===== config.mk =====
export PLATFORM = sky130hd
export DESIGN_NAME = fifo_rd_stream
export DESIGN_NICKNAME = d
export VERILOG_FILES = /design/src/rtl/fifo_pkg.sv /design/src/rtl/fifo_rd_skid_buf.sv /design/src/rtl/fifo_rd_stream.sv
export SDC_FILE = /design/constraint.sdc
export NUM_CORES = 1
export LEC_CHECK = 0
export ABC_AREA = 0
export BUFFER_PORTS_ARGS = -buffer_cell sky130_fd_sc_hd__buf_2
export CAP_MARGIN = 20
export CORE_ASPECT_RATIO = 1.75
export CORE_UTILIZATION = 55
export CTS_CLUSTER_DIAMETER = 30
export CTS_CLUSTER_SIZE = 20
export DETAILED_ROUTE_END_ITERATION = 6
export PLACE_DENSITY = 0.78
export SKIP_LAST_GASP = 1
export SYNTH_ARGS = -nofsm -noshare
export SYNTH_HDL_FRONTEND = slang
export SYNTH_SLANG_ARGS = --single-unit

===== constraint.sdc =====
create_clock -name rd_clk -period 1.75 [get_ports rd_clk]
set_input_delay 0.35 -clock rd_clk [delete_from_list [all_inputs] [get_ports rd_clk]]
set_output_delay 0.35 -clock rd_clk [all_outputs]
set_load 0.005 [all_outputs]

===== src/rtl/fifo_pkg.sv =====
// Shared constants and helpers for the async FIFO read-side blocks.
// Pointer and occupancy widths are derived from clog2.
package fifo_pkg;

    localparam int FIFO_DATA_WIDTH = 8;
    localparam int STATS_W         = 32;

    function automatic int clog2(input int v);
        int r;
        r = 0;
        while ((1 << r) < v) begin
            r = r + 1;
        end
        return r;
    endfunction

endpackage


===== src/rtl/fifo_rd_skid_buf.sv =====
// Output buffer for the FIFO read stream: storage array, head/tail pointers and occupancy.
// The pointers wrap modulo BUF_DEPTH, so the depth need not be a power of two.
module fifo_rd_skid_buf
    import fifo_pkg::*;
#(
    parameter  int DATA_WIDTH = FIFO_DATA_WIDTH,
    parameter  int BUF_DEPTH  = 3,
    localparam int PTR_W      = (clog2(BUF_DEPTH) < 1) ? 1 : clog2(BUF_DEPTH),
    localparam int OCC_W      = clog2(BUF_DEPTH + 1)
) (
    input  logic                  i_clk,
    input  logic                  i_rst,
    input  logic                  i_wr,
    input  logic [DATA_WIDTH-1:0] i_wr_data,
    input  logic                  i_pop,
    output logic [DATA_WIDTH-1:0] o_data,
    output logic                  o_valid,
    output logic [OCC_W-1:0]      o_occ
);

    logic [DATA_WIDTH-1:0] r_buf [BUF_DEPTH];
    logic [PTR_W-1:0]      r_head;
    logic [PTR_W-1:0]      r_tail;
    logic [OCC_W-1:0]      r_occ;
    logic [PTR_W-1:0]      w_head_nxt;
    logic [PTR_W-1:0]      w_tail_nxt;

    localparam logic [PTR_W-1:0] LAST = PTR_W'(BUF_DEPTH - 1);

    assign w_head_nxt = (r_head == LAST) ? '0 : r_head + 1'b1;
    assign w_tail_nxt = (r_tail == LAST) ? '0 : r_tail + 1'b1;

    always_ff @(posedge i_clk or posedge i_rst) begin
        if (i_rst) begin
            for (int i = 0; i < BUF_DEPTH; i++) begin
                r_buf[i] <= '0;
            end
            r_head <= '0;
            r_tail <= '0;
            r_occ  <= '0;
        end else begin
            if (i_wr) begin
                r_buf[r_tail] <= i_wr_data;
                r_tail        <= w_tail_nxt;
            end
            if (i_pop) begin
                r_head <= w_head_nxt;
            end
            r_occ <= r_occ + OCC_W'(i_wr) - OCC_W'(i_pop);
        end
    end

    assign o_data  = r_buf[r_head];
    assign o_valid = (r_occ != '0);
    assign o_occ   = r_occ;

endmodule


===== src/rtl/fifo_rd_stream.sv =====
// Drains the async FIFO read port into a valid/ready stream using credit-based pops.
// Optional word counter is enabled by defining FIFO_RD_STATS_EN.
module fifo_rd_stream
    import fifo_pkg::*;
#(
    parameter int DATA_WIDTH = FIFO_DATA_WIDTH,
    parameter int BUF_DEPTH  = 3
) (
    input  logic                  rd_clk,
    input  logic                  rst,
    output logic                  fifo_rd_en,
    input  logic                  fifo_empty,
    input  logic [DATA_WIDTH-1:0] fifo_read_data,
    output logic                  m_valid,
    input  logic                  m_ready,
    output logic [DATA_WIDTH-1:0] m_data
`ifdef FIFO_RD_STATS_EN
    ,
    output logic [STATS_W-1:0]    word_count
`endif
);

    localparam int OCC_W = clog2(BUF_DEPTH + 1);

    logic             r_inflight;
    logic [OCC_W-1:0] w_occ;
    logic             w_credit;
    logic             w_issue;
    logic             w_pop;

    // Credit counts words already held plus the one still on its way from the FIFO
    assign w_credit   = (int'(w_occ) + int'(r_inflight)) < BUF_DEPTH;
    assign fifo_rd_en = !rst && w_credit;
    assign w_issue    = fifo_rd_en && !fifo_empty;
    assign w_pop      = m_valid && m_ready;

    always_ff @(posedge rd_clk or posedge rst) begin
        if (rst) begin
            r_inflight <= 1'b0;
        end else begin
            r_inflight <= w_issue;
        end
    end

    fifo_rd_skid_buf #(
        .DATA_WIDTH (DATA_WIDTH),
        .BUF_DEPTH  (BUF_DEPTH)
    ) u_buf (
        .i_clk     (rd_clk),
        .i_rst     (rst),
        .i_wr      (r_inflight),
        .i_wr_data (fifo_read_data),
        .i_pop     (w_pop),
        .o_data    (m_data),
        .o_valid   (m_valid),
        .o_occ     (w_occ)
    );

`ifdef FIFO_RD_STATS_EN
    logic [STATS_W-1:0] r_word_count;

    always_ff @(posedge rd_clk or posedge rst) begin
        if (rst) begin
            r_word_count <= '0;
        end else if (w_pop) begin
            r_word_count <= r_word_count + 1'b1;
        end
    end

    assign word_count = r_word_count;
`endif

endmodule

* Word-level counts from Yosys, hierarchy flattened
Index checks and enable logic that the tools add are counted.
Storage, ports and cells: output and inout bits 10, input bits 12, bits in registers 31, word-level logic and storage cells 35
Cells by class: $lt $le $gt $ge 4, multiplexer cells 8, $add $sub $neg 5, bitwise gates (word level) 2, eq/ne operators 2, reduce and logical (&&, ||, !) cells 7
Operators by type and width (number):
- bitwise mux 24 bit | 1
- two-way mux 8 bit | 3
- binary-select mux 8 bit (select 2 bit) | 1
- demux 8 bit (select 2 bit) | 1
- greater-or-equal comparator 3 bit (second input constant) | 2
- inverter 2 -> 3 bit | 2
- adder 2 x 1 -> 2 bit (second input constant) | 2
- == test 2 bit (second input constant) | 2
- logical AND 1 bit | 4
- two-way mux 2 bit | 2
- adder 2 x 1 -> 3 bit | 1
- less-than comparator 3 x 1 -> 1 bit (second input constant) | 1
- less-than comparator 3 x 2 -> 1 bit (second input constant) | 1
- adder 2 x 1 -> 2 bit | 1
- zero test 1 bit | 2
- nonzero test 2 bit | 1
- subtractor 2 x 1 -> 2 bit | 1

* Longest topological paths before layout
word-level depth 6, mapped depth 7

* Cells and area by module
A second synthesis with hierarchy kept.
Unflattened totals: cell total of the unflattened synthesis 101, area total of the unflattened synthesis 1422.6 um^2
Modules (own cells, without submodules):
- fifo_rd_skid_buf | seq. area each 750.7 um^2, times used 1, area an instance 1340.0 um^2, cells an instance 94
- fifo_rd_stream | seq. area each 25.0 um^2, times used 1, area an instance 82.6 um^2, cells an instance 7

* Least setup slack after synthesis
OpenSTA, ideal clock, no wires.
path kind register to register, from register u_buf.r_occ[0] (netlist: u_buf.o_occ[0]), to register u_buf.r_occ[1] (netlist: u_buf.o_occ[1]), data required time 1.627 ns, buffers on the path 0, path slack 0.173 ns, setup time 0.123 ns, cell stages (with the launch flop) 8, data arrival time 1.454 ns, path through dfrtp_1 -> o21ai_0 -> inv_1 -> ha_1 -> inv_1 -> ha_1 -> xnor2_1 -> xnor2_1
On the way: longest elaborated chain between the ends 3
Ends and longest elaborated chain:
- from (decl) | line fifo_rd_skid_buf.sv:24 | logic [OCC_W-1:0] r_occ;
- from (signal assigned) | line fifo_rd_skid_buf.sv:49 | r_occ <= r_occ + OCC_W'(i_wr) - OCC_W'(i_pop);
- nonzero test 2 bit | line fifo_rd_skid_buf.sv:54 | assign o_valid = (r_occ != '0);
- logical AND 1 bit | line fifo_rd_stream.sv:35 | assign w_pop = m_valid && m_ready;
- via u_buf.i_pop | line fifo_rd_skid_buf.sv:15 | input logic i_pop,
- subtractor 2 x 1 -> 2 bit | line fifo_rd_skid_buf.sv:49
The timed path passes the listed nets, and every way through them passes these cells. A chain may end at the register's enable or synchronous reset.

* Worst setup path in the final report
from register r_inflight, to output port fifo_rd_en
On the way: longest elaborated chain between the ends 3
Ends and longest elaborated chain:
- from (decl) | line fifo_rd_stream.sv:25 | logic r_inflight;
- from (signal assigned) | line fifo_rd_stream.sv:41 | r_inflight <= w_issue;
- adder 2 x 1 -> 3 bit | line fifo_rd_stream.sv:32 | assign w_credit = (int'(w_occ) + int'(r_inflight)) < BUF_DEPTH;
- less-than comparator 3 x 2 -> 1 bit | line fifo_rd_stream.sv:32
- logical AND 1 bit | line fifo_rd_stream.sv:33 | assign fifo_rd_en = !rst && w_credit;
- to (decl) | line fifo_rd_stream.sv:11 | output logic fifo_rd_en,
Every way passes these cells.

==> flow_summary_export.csv <==
group,metric,value,unit
clocking,cts_sinks,31,
worst_setup_path,r2r_start,"u_buf.o_occ[0]",
clocking,cts_max_level,2,
worst_setup_path,cpMaxStageDelayCell,"dfrtp_1",
sta,finalSetupTns,-0.0612,ns
clocking,cts_buffers,5,
detailed_routing,wirelength,2.55,mm
worst_setup_path,crit_start,"r_inflight",
grt,grt_pass1_wl,4.20,mm
detailed_routing,wire_per_inst,15.4,um
placement,place_ws,0.114,ns
synthesis,syn-cell-area,1420,um2
synthesis,synth.distinct_cells,19,
clocking,holdBufCountCts,0,
sta,tightest_slew,0.457,ns
worst_setup_path,rr_worst_depth,8,
sta,finalSetupViolCount,1,
floorplan,start_util,57.8,%
detailed_routing,antenna_left,0,
sta,period_minus_slack,1.81,ns
worst_setup_path,cp-start-kind,"register",
floorplan,die_y,69.3,um
clocking,cts_tree,"done",
synthesis,yosysWarningCount,0,
detailed_routing,drt-vias-per-instance,5.68,
grt,antenna_found_initial,0,
worst_setup_path,cp.required,1.40,ns
layout,mostFrequentLayoutCells,"dfrtp_1 (29), mux2_2 (26), buf_2 (21)",
layout,fin_cells,165,
worst_setup_path,cp_slowest_stage_delay,0.38,ns
layout,post-route-util,70.2,%
worst_hold_path,hp-class,"primary input to asynchronous set/reset pin",
floorplan,row_count,24,
detailed_routing,routed.top_layer,"met4",
worst_setup_path,crit_path_end_kind,"primary output",
clocking,path_clk_slew,0.06,ns
synthesis,avgSynthCellArea,13.2,um2
worst_setup_path,worst-setup-path-type,"register to primary output",
placement,io_buffers,21,
grt,grt_max_degree,32,
run_status,outcome,"complete, but fails checks",
detailed_routing,wl_met1,929,um
clocking,clock_path_buffers,2,
run_status,violations,"setup timing",
detailed_routing,dr.first_iter.drc_count,15,
worst_setup_path,reg2reg_setup_slack,0.05,ns
detailed_routing,first_pass_iters,4,
floorplan,die_x,40.4,um
sta,fmax,552,MHz
worst_setup_path,crit_end,"fifo_rd_en",
layout,drive_gt1_share,49.6,%
sta,finalHoldViolations,0,
detailed_routing,met3_wirelength,91,um
synthesis,yosysSeqAreaShare,54.5,%
detailed_routing,vias,938,
grt,globalRoute.totalOverflow,0,
layout,insertedDiodeCount,0,
sta,fin_ws,-0.0612,ns
job,cap_violations,0,
sta,rsz0062_at_grt,"true",
grt,first_global_vias,998,
floorplan,io_pins,22,
synthesis,ys_ff_latch,31,
synthesis,synthCells,108,
layout,final_common_cell,"dfrtp_1",
layout,syn2layout_area_growth,21.5,%
sta,skew,0.00304,ns
layout,layout.nets,154,
worst_setup_path,cp.arrival,1.46,ns
detailed_routing,wl_met2,1.46,mm
synthesis,syn_nets,124,
clocking,cts_root_buf,"clkbuf_8",
sta,slew_headroom,69.4,%
worst_setup_path,cp_cell_sequence,"ha_2 -> ha_4 -> a211oi_2 -> buf_2",
worst_setup_path,r2r_end,"u_buf.o_occ[1]",
floorplan,coreArea,2460,um2
floorplan,die-area,2800,um2
clocking,clk_latency,0.29,ns
power,leakagePower,0.806,nW
grt,grt_usage,22.3,%
detailed_routing,drc_errors,0,
layout,stdcell_area,1730,um2
power,ir_drop,0.958,mV
sta,period_share,103,%
worst_setup_path,worstPathMaxFanout,2,
placement,placed_area,1590,um2
placement,place.gp.congestion,0.692,
placement,dp_hpwl,1.76,mm
power,power_per_cell_area,1880,nW/um2
sta,slew_viol_final,0,
placement,placed_cells,156,
## cells in the mapped netlist
| library cell | count | area, um2 |
|---|---|---|
| a211oi_1 | 1 | 7.51 |
| a21o_1 | 1 | 7.51 |
| buf_2 | 3 | 15.0 |
| clkbuf_1 | 1 | 3.75 |
| dfrtp_1 | 31 | 776 |
| ha_1 | 4 | 50.1 |
| inv_1 | 6 | 22.5 |
| mux2_2 | 26 | 293 |
| mux2i_1 | 8 | 80.1 |
| nand2_1 | 8 | 30.0 |
| nand3b_1 | 1 | 7.51 |
| nand3b_2 | 1 | 11.3 |
| nor2_1 | 1 | 3.75 |
| nor2b_1 | 2 | 12.5 |
| nor3b_4 | 1 | 18.8 |
| o21ai_0 | 2 | 10.0 |
| o22ai_1 | 8 | 50.1 |
| or2_2 | 1 | 6.26 |
| xnor2_1 | 2 | 17.5 |
## what timing repair did
item | 4_1_cts | 5_1_grt
pin swaps | 2 | 0
buffers inserted | 1 | 0
endpoints found under the setup margin | 3 | 9
resized for setup | 4 | 2
## layout make-up
type | instances | area (um2)
flip-flops and latches | 31 | 778
clock buffers | 8 | 100
well taps | 26 | 32.5
inverters | 6 | 22.5
multi-input cells | 67 | 633
repair buffers | 27 | 163
fillers | 189 | 733
## power breakdown
part	internal (mW)	switching, mW
Sequential	1.08	0.282
Combinational	0.788	0.490
Clock	0.358	0.258
Total	2.23	1.03
## stage by stage
step / power (mW) / hold WS (ns)
after CTS: 3.27 / 0.162
after floorplan: 2.16 / 0.416
after detailed placement: 2.60 / 0.465
final: 3.26 / 0.150
after global routing: 3.49 / 0.190
after global placement: 2.49 / 0.453
## cells by family after synthesis
group	share of synthesized area, %
buffers and inverters	2.90
and+or+nand+nor	6.33
muxes	26.2
DFF	54.5
adders and majority gates	3.52
AOI/OAI and AO/OA	5.28
xor gates and xnor gates	1.23
## state kept, by name, summed over array words and instances (netlist names)
signal and count:
u_buf.r_buf 24, u_buf.r_head 2, u_buf.o_occ 2, r_inflight 1, u_buf.r_tail 2
## worst max-delay path, delay by kind of cell (launching register included)
kind,cells,cell delay (ns)
buffers and inverters,1,0.15
adders and majority gates,2,0.44
AOI/OAI and AO/OA,1,0.20
DFF,1,0.38
## how the worst min path moves through the flow
stage / startpoint / end / slack [ns] / cells past startpoint
finish: rst / u_buf.r_buf[18] / 0.15 / 3
floorplan: fifo_empty / r_inflight / 0.42 / 1
global route: rst / u_buf.r_buf[10] / 0.19 / 3
global placement: rst / u_buf.r_buf[19] / 0.45 / 3
detailed placement: rst / u_buf.r_buf[2] / 0.47 / 3
CTS: rst / u_buf.r_buf[2] / 0.16 / 3
## per-layer routing
| layer | up-vias | global-route usage, % |
|---|---|---|
| li1 | 438 | - |
| met1 | 477 | 20.5 |
| met2 | 18 | 38.6 |
| met3 | 5 | 7.69 |
| met4 | 0 | 11.1 |
| met5 | - | 0 |
(Power assumes the default switching activity.)
